**src/rtl/mem_port_scheduler_if.sv**
```systemverilog
// mem_port_scheduler_if: fetch/data request channels and the 16-bit memory pins of the port scheduler
interface mem_port_scheduler_if #(parameter int ADDR_WIDTH = 8);
  logic                  instr_req;
  logic [ADDR_WIDTH-1:0] instr_addr;
  logic                  instr_gnt;
  logic                  instr_rvalid;
  logic [15:0]           instr_rdata;
  logic                  data_req;
  logic                  data_we;
  logic                  data_wide;
  logic [ADDR_WIDTH-1:0] data_addr;
  logic [31:0]           data_wdata;
  logic                  data_gnt;
  logic                  data_rvalid;
  logic [31:0]           data_rdata;
  logic [ADDR_WIDTH-1:0] mem_addr;
  logic [15:0]           mem_wdata;
  logic                  mem_rd_en;
  logic                  mem_wr_en;
  logic                  mem_enable;
  logic [15:0]           mem_rdata;
  modport master (
    output instr_req, instr_addr, data_req, data_we, data_wide, data_addr, data_wdata, mem_rdata,
    input  instr_gnt, instr_rvalid, instr_rdata, data_gnt, data_rvalid, data_rdata,
           mem_addr, mem_wdata, mem_rd_en, mem_wr_en, mem_enable
  );
  modport slave (
    input  instr_req, instr_addr, data_req, data_we, data_wide, data_addr, data_wdata, mem_rdata,
    output instr_gnt, instr_rvalid, instr_rdata, data_gnt, data_rvalid, data_rdata,
           mem_addr, mem_wdata, mem_rd_en, mem_wr_en, mem_enable
  );
endinterface

```
**src/rtl/mem_port_scheduler.sv**
```systemverilog
// mem_port_scheduler: shares one 16-bit memory port between fetch and data; MEM_SCHED_FAIR_EN bounds data bursts
module mem_port_scheduler #(
  parameter int ADDR_WIDTH     = 8,
  parameter int MAX_DATA_BURST = 4
) (
  input  logic                 clk_i,
  input  logic                 rst_i,
  mem_port_scheduler_if.slave  bus,
  output logic                 busy_o
);
  typedef enum logic {IDLE, WIDE2} state_t;
  state_t                state;
  logic [ADDR_WIDTH-1:0] addr_q;
  logic [15:0]           wlo_q, hi_q;
  logic                  we_q, ipend, dpend, dwide;
  logic                  idle, w2, dgnt, ignt, fair_block;
  assign idle = state == IDLE && !rst_i;
  assign w2   = state == WIDE2 && !rst_i;
`ifdef MEM_SCHED_FAIR_EN
  localparam int CW = $clog2(MAX_DATA_BURST + 1);
  logic [CW-1:0] cnt;
  assign fair_block = bus.instr_req && cnt >= CW'(MAX_DATA_BURST);
  always_ff @(posedge clk_i)
    if (rst_i || ignt) cnt <= '0;
    else if (dgnt && bus.instr_req) cnt <= cnt + 1'b1;
`else
  assign fair_block = MAX_DATA_BURST < 0;
`endif
  assign dgnt = idle && bus.data_req && !fair_block;
  assign ignt = idle && bus.instr_req && !dgnt;
  assign bus.data_gnt  = dgnt;
  assign bus.instr_gnt = ignt;
  // beat 0 comes straight from the winning request; beat 1 from the values latched at grant
  assign bus.mem_addr  = w2 ? addr_q : dgnt ? bus.data_addr : ignt ? bus.instr_addr : '0;
  assign bus.mem_wdata = w2 && we_q ? wlo_q :
                         dgnt && bus.data_we ? (bus.data_wide ? bus.data_wdata[31:16] : bus.data_wdata[15:0]) : '0;
  assign bus.mem_rd_en  = w2 ? !we_q : dgnt ? !bus.data_we : ignt;
  assign bus.mem_wr_en  = w2 ? we_q : dgnt && bus.data_we;
  assign bus.mem_enable = bus.mem_rd_en || bus.mem_wr_en;
  assign bus.instr_rvalid = ipend && !rst_i;
  assign bus.data_rvalid  = dpend && !rst_i;
  assign bus.instr_rdata  = bus.instr_rvalid ? bus.mem_rdata : '0;
  assign bus.data_rdata   = !bus.data_rvalid ? '0 : dwide ? {hi_q, bus.mem_rdata} : {16'h0, bus.mem_rdata};
  assign busy_o = !rst_i && (state != IDLE || ipend || dpend);
  always_ff @(posedge clk_i)
    if (rst_i) begin
      state <= IDLE;
      ipend <= 1'b0;
      dpend <= 1'b0;
      dwide <= 1'b0;
    end else begin
      state <= dgnt && bus.data_wide ? WIDE2 : IDLE;
      ipend <= ignt;
      dpend <= (dgnt && !bus.data_we && !bus.data_wide) || (w2 && !we_q);
      dwide <= w2;
    end
  always_ff @(posedge clk_i) begin
    if (dgnt) begin
      addr_q <= bus.data_addr + 1'b1;
      wlo_q  <= bus.data_wdata[15:0];
      we_q   <= bus.data_we;
    end
    if (w2) hi_q <= bus.mem_rdata;
  end
endmodule

```
**src/flat_wrapper.sv**
```systemverilog
// flat-port wrapper written by rule: the top's interface ports become plain ports
module mem_port_scheduler_flat 
#(
  parameter int ADDR_WIDTH     = 8,
  parameter int MAX_DATA_BURST = 4
)
  (clk_i, rst_i, busy_o, bus_instr_req, bus_instr_addr, bus_data_req, bus_data_we, bus_data_wide, bus_data_addr, bus_data_wdata, bus_mem_rdata, bus_instr_gnt, bus_instr_rvalid, bus_instr_rdata, bus_data_gnt, bus_data_rvalid, bus_data_rdata, bus_mem_addr, bus_mem_wdata, bus_mem_rd_en, bus_mem_wr_en, bus_mem_enable);
  mem_port_scheduler_if #(.ADDR_WIDTH(ADDR_WIDTH)) bus_i ();
  input  logic clk_i;
  input  logic rst_i;
  output logic busy_o;
  input wire logic [$bits(bus_i.instr_req)-1:0] bus_instr_req;
  input wire logic [$bits(bus_i.instr_addr)-1:0] bus_instr_addr;
  input wire logic [$bits(bus_i.data_req)-1:0] bus_data_req;
  input wire logic [$bits(bus_i.data_we)-1:0] bus_data_we;
  input wire logic [$bits(bus_i.data_wide)-1:0] bus_data_wide;
  input wire logic [$bits(bus_i.data_addr)-1:0] bus_data_addr;
  input wire logic [$bits(bus_i.data_wdata)-1:0] bus_data_wdata;
  input wire logic [$bits(bus_i.mem_rdata)-1:0] bus_mem_rdata;
  output wire logic [$bits(bus_i.instr_gnt)-1:0] bus_instr_gnt;
  output wire logic [$bits(bus_i.instr_rvalid)-1:0] bus_instr_rvalid;
  output wire logic [$bits(bus_i.instr_rdata)-1:0] bus_instr_rdata;
  output wire logic [$bits(bus_i.data_gnt)-1:0] bus_data_gnt;
  output wire logic [$bits(bus_i.data_rvalid)-1:0] bus_data_rvalid;
  output wire logic [$bits(bus_i.data_rdata)-1:0] bus_data_rdata;
  output wire logic [$bits(bus_i.mem_addr)-1:0] bus_mem_addr;
  output wire logic [$bits(bus_i.mem_wdata)-1:0] bus_mem_wdata;
  output wire logic [$bits(bus_i.mem_rd_en)-1:0] bus_mem_rd_en;
  output wire logic [$bits(bus_i.mem_wr_en)-1:0] bus_mem_wr_en;
  output wire logic [$bits(bus_i.mem_enable)-1:0] bus_mem_enable;
  assign bus_i.instr_req = bus_instr_req;
  assign bus_i.instr_addr = bus_instr_addr;
  assign bus_i.data_req = bus_data_req;
  assign bus_i.data_we = bus_data_we;
  assign bus_i.data_wide = bus_data_wide;
  assign bus_i.data_addr = bus_data_addr;
  assign bus_i.data_wdata = bus_data_wdata;
  assign bus_i.mem_rdata = bus_mem_rdata;
  assign bus_instr_gnt = bus_i.instr_gnt;
  assign bus_instr_rvalid = bus_i.instr_rvalid;
  assign bus_instr_rdata = bus_i.instr_rdata;
  assign bus_data_gnt = bus_i.data_gnt;
  assign bus_data_rvalid = bus_i.data_rvalid;
  assign bus_data_rdata = bus_i.data_rdata;
  assign bus_mem_addr = bus_i.mem_addr;
  assign bus_mem_wdata = bus_i.mem_wdata;
  assign bus_mem_rd_en = bus_i.mem_rd_en;
  assign bus_mem_wr_en = bus_i.mem_wr_en;
  assign bus_mem_enable = bus_i.mem_enable;
  mem_port_scheduler #(.ADDR_WIDTH(ADDR_WIDTH), .MAX_DATA_BURST(MAX_DATA_BURST)) u_core (.clk_i(clk_i), .rst_i(rst_i), .bus(bus_i), .busy_o(busy_o));
endmodule
```
**config.mk**
```make
export PLATFORM = sky130hd
export DESIGN_NAME = mem_port_scheduler_flat
export DESIGN_NICKNAME = d
export VERILOG_FILES = /design/src/rtl/mem_port_scheduler_if.sv /design/src/rtl/mem_port_scheduler.sv /design/src/flat_wrapper.sv
export SDC_FILE = /design/constraint.sdc
export NUM_CORES = 1
export LEC_CHECK = 0
export ABC_AREA = 1
export BUFFER_PORTS_ARGS = -buffer_cell sky130_fd_sc_hd__buf_4
export CAP_MARGIN = 20
export CORE_MARGIN = 2
export CORE_UTILIZATION = 40
export DETAILED_ROUTE_END_ITERATION = 6
export GPL_ROUTABILITY_DRIVEN = 0
export MAX_ROUTING_LAYER = met4
export PLACE_DENSITY = 0.75
export SETUP_SLACK_MARGIN = 0.1
export SYNTH_ARGS = -nofsm -noshare
export SYNTH_HDL_FRONTEND = slang
export SYNTH_SLANG_ARGS = --single-unit
```
**constraint.sdc**
```tcl
create_clock -name clk_i -period 1.6 [get_ports clk_i]
set_input_delay 0.4 -clock clk_i [delete_from_list [all_inputs] [get_ports clk_i]]
set_output_delay 0.4 -clock clk_i [all_outputs]
set_load 0.01 [all_outputs]
```
After elaboration in Yosys (flattened, before gate mapping). Index checks and enable logic that the tools add are counted.

Bitwise operators: 1. Add/sub/neg operators: 1. Reductions and logical operators: 23. Mux-type cells: 13.

Operator list (number): $mux 16 (4); $mux 32 (2); $mux 8 (3); $logic_and 1x1->1 (14); $add 8x1->8 const B (1); $logic_not 1->1 (5); $logic_or 1x1->1 (4); $mux 1 (4); $not 1->1 (1).

Bits in registers: 45. Logic and storage cells: 46. Output and inout port bits: 80. Input port bits: 70.

Logic depth before layout (Yosys ltp).
Depth in word-level cells: 8. Depth in mapped cells: 6. Mapped depth without buffers: 5.

Least setup slack after synthesis. No wires, ideal clock.

Path kind: input-to-output. Start: input rst_i. End: output bus_data_gnt. Path slack: -0.116 ns. Arrival: 1.316 ns. Buffers on the path: 1. Data required time: 1.200 ns. Stages on the path: 4. Cell sequence: nor2_2 > buf_6 > nand2_1 > inv_1.

Word-level cells in the longest chain between the ends: 3.

RTL lines: start, declared (line flat_wrapper.sv:10) `input logic rst_i;`; $logic_not 1->1 (line mem_port_scheduler.sv:17) `assign idle = state == IDLE && !rst_i;`; $logic_and 1x1->1 (line mem_port_scheduler.sv:17); $logic_and 1x1->1 (line mem_port_scheduler.sv:29) `assign dgnt = idle && bus.data_req && !fair_block;`; end, declared (line flat_wrapper.sv:23) `output wire logic [$bits(bus_i.data_gnt)-1:0] bus_data_gnt;`.

No other way between the ends.

Worst setup path after layout.
Start: register u_core.state. End: output bus_mem_wdata[1].

Word-level cells in the longest chain between the ends: 6. Elaborated cells between the ends (all ways): 8. Those cells by class: 2 x mux; 1 x bitwise; 5 x reduce/logical.

RTL lines: start, declared (line mem_port_scheduler.sv:12) `state_t state;`; start signal, assigned (line mem_port_scheduler.sv:52) `state <= dgnt && bus.data_wide ? WIDE2 : IDLE;`; $not 1->1 (line mem_port_scheduler.sv:17); $logic_and 1x1->1 (line mem_port_scheduler.sv:17); $logic_and 1x1->1 (line mem_port_scheduler.sv:29); $logic_and 1x1->1 (line mem_port_scheduler.sv:36) `dgnt && bus.data_we ? (bus.data_wide ? bus.data_wdata[31:16] : bus.data_wdata[15:0]) : '0;`; $mux 16 (line mem_port_scheduler.sv:36); $mux 16 (*) (line mem_port_scheduler.sv:35) `assign bus.mem_wdata = w2 && we_q ? wlo_q :`; end, declared (line flat_wrapper.sv:27) `output wire logic [$bits(bus_i.mem_wdata)-1:0] bus_mem_wdata;`.

Every way passes the cells marked *; elsewhere a longest branch is shown, timed or not.

==> results.md <==
- Status: finished with violations
- Failing checks: negative setup slack
- Initial antenna violation count: 0
- Net Count, Synth: 414
- Yosys top cell by area: edfxtp_1
- Share of the synthesized area in the top cell type: 0.467
- CP endpoint kind: primary output
- Critical-path cell list: nor2_4, nand3_2, buf_4, o21ai_2, buf_4
- Syn Inst Count: 343
- P_int: 2.15 mW
- Max H-tree Level: 2
- Antenna-violating nets left: 0
- Clock buffer depth: 2
- CTS buffer count: 5
- Post-CTS Hold Buffers: 0
- First-pass GRT wire length: 14000 um
- Comb pwr share: 0.225
- Final Max Slew Viols: 0
- Fillers: 426
- DRC: 0
- Critical-path maximum fanout: 4
- Seq/Total Area, Yosys: 0.498
- Core area: 6350 um^2
- CTS Root Cell: clkbuf_8
- Distinct cells, synth: 22
- Die X: 85.2 um
- Nets: roughly 590
- Net switching power: 724 uW
- Syn_area_per_cell: slightly below 8 um^2
- Arrival time worst endpoint: 1320 ps
- Setup slack after layout: -123 ps
- Net Sw Frac: 0.252
- Layout Cells excl Fill: 593
- DIE HEIGHT: 85.2 um
- Share of layout cells above drive strength 1: 0.516
- Diodes inserted: 0
- Vias: 2908
- TritonCTS clock tree: yes
- Drt first pass iters: 4
- RR Startpoint: u_core.state
- CP required: between 1000 and 1500 ps
- Reg-to-reg critical path endpoint: u_core.wlo_q[9]
- DR iter-0 viols: roughly 190
- Hold worst-path end: u_core.wlo_q[1]
- Min-Delay Path Depth: 1
- Unrepaired setup endpoints after global routing: yes
- Starting Density: 0.415
- Fmax: between 500 and 600 MHz
- Slowest-stage cell, CP: dfxtp_4
- Placed instance count: 577
- WHS: 289 ps
- Total GRT Usage: 0.255
- Pleak: 2.32 nW
- R2R Setup Slk: 240 ps
- Max_slew headroom: 0.794
- Overflow after GRT: 0
- Total power divided by cell area: 584 nW/um^2
- Final Setup Violations: 30
- Drt via density: 4.90
- R2R cell count: 5
- Period utilization: 1.08
- IO Port Bufs: 149
- Clk pwr share: 0.308
- Routed WL: 9580 um
- Crit path largest cell delay: 370 ps
- Total power: 2.87 mW
- Largest net degree at the start of global routing: 20
- Reg power frac: 0.467
- Rows: 29
- FF+latch count, synth: 45
- Min cycle time layout: ~1700 ps
- Vias in the first global route: 2806
- Ports: 150
- Worst-margin pin slew: roughly 300 ps
- Final hold viol count: 0
- Clock latency on the worst-skew pair: between 200 and 300 ps
- Clock skew: 3.70 ps
- Yosys warning total: 0
- DR WL/cell: 16.2 um
- HPWL after DPL: between 5000 and 6000 um
- Clk sinks: 45
- Syn Std Cell Area: 2640 um^2
- Startpoint types: register
- Synth top area cells: edfxtp_1, nand2_1, inv_1, nor2_1, nand3_1
- Max Cap Viol: 0
- Die footprint: slightly above 7000 um^2
- Worst-path clk slew: around 80 ps
- Worst Hold Class: input pin to register
- Most frequent CP cell: buf_4
- Syn-to-layout area delta: 86.6%
- HP Start: bus_data_wdata[1]
- Worst-case vdd ir drop: about 0.0005 V
- Category of the most critical setup path: register to primary output
## registers in the layout (all words and copies together), names as in the netlist
name           count
u_core.addr_q      8
u_core.dwide       1
u_core.ipend       1
u_core.hi_q       16
u_core.dpend       1
u_core.we_q        1
u_core.wlo_q      16
u_core.state       1
## area by class of cell
cell class              instances  area [um^2]  area share
multi-input cells             220         1410       0.286
inverters                      64          254      0.0517
flip-flops and latches         45         1320       0.269
well taps                      77         96.3      0.0196
clock inverters                 1         30.0     0.00611
clock buffers                   7         86.3      0.0176
repair buffers                179         1720       0.350
## how the worst max path moves through the flow
stage | start | end | slack, ps | cells after the start
6_report | u_core.state | bus_mem_wdata[1] | -120 | 5
5_1_grt | u_core.state | bus_mem_wdata[6] | -190 | 6
4_1_cts | u_core.state | bus_mem_rd_en | -120 | 5
3_5_place_dp | rst_i | bus_mem_wdata[15] | -70 | 6
3_3_place_gp | rst_i | bus_mem_wdata[0] | -40 | 6
2_1_floorplan | rst_i | bus_data_gnt | 130 | 4
## critical path, delay by kind of cell, from the launching register on
| family | cells | cell delay (ps) |
|---|---|---|
| flip-flops | 1 | 370 |
| AO/OA/AOI/OAI | 1 | 140 |
| buffers and inverters | 2 | 310 |
| AND/OR/NAND/NOR | 2 | 220 |
## synth_stat cells
master	n
nand2_1	106
inv_1	61
nor2_1	53
edfxtp_1	41
nand3_1	32
o21ai_2	10
o21ai_0	8
buf_2	7
buf_6	5
dfxtp_1	4
inv_2	3
nor2_2	2
xor2_1	2
buf_4	1
clkbuf_2	1
ha_1	1
nand2_2	1
nand2_4	1
nand3_2	1
nor2_4	1
o21ai_1	1
xnor2_1	1
## power by group through the flow
stage                     sequential [mW]  combinational [mW]  clock, mW
after global routing                 1.34               0.700      0.943
after CTS                            1.34               0.619      0.885
after global placement               1.36               0.510          0
after detailed placement             1.37               0.521          0
final                                1.34               0.647      0.884
after floorplan                      1.36               0.226          0
## timing repair
action,4_1_cts,5_1_grt
pin swaps,23,25
cloned,7,1
resized for setup,135,60
endpoints found under the setup margin,58,80
setup buffers,3,2
## stage by stage
| step | TNS (ps) | setup slack [ps] | util | cell area, um^2 |
|---|---|---|---|---|
| after floorplan | 0 | 133 | - | 2640 |
| after global placement | -187 | -36.9 | 0.621 | 3940 |
| after detailed placement | -1180 | -74.4 | 0.621 | 3940 |
| after CTS | -3340 | -123 | 0.749 | 4750 |
| after global routing | -4620 | -189 | 0.774 | 4920 |
| final | -2130 | -123 | 0.774 | 4920 |
## layout by cell type, fill, tap and decap left out, drive strengths merged
cell type	netlist	layout
buf	13	178
bufinv	0	1
clkbuf	1	8
clkinvlp	0	1
dfxtp	4	4
edfxtp	41	41
ha	1	1
inv	64	63
nand2	108	108
nand3	33	33
nor2	56	56
o21ai	19	19
xnor2	1	1
xor2	2	2
## cell families after synthesis
kind of cell	share of synthesized area
and+or+nand+nor	0.307
buffers and inverters	0.131
DFF	0.498
AOI/OAI and AO/OA	0.0503
xor gates and xnor gates	0.00997
adders and majority gates	0.00475
## routing by layer
layer  GRT usage  wire [um]  vias up
li1            -          -     1400
met1       0.275       3320     1383
met2       0.473       5540      112
met3      0.0379        548       13
met4      0.0880        175        0
met5           -          0        -
Power figures use the tool's default switching activity.
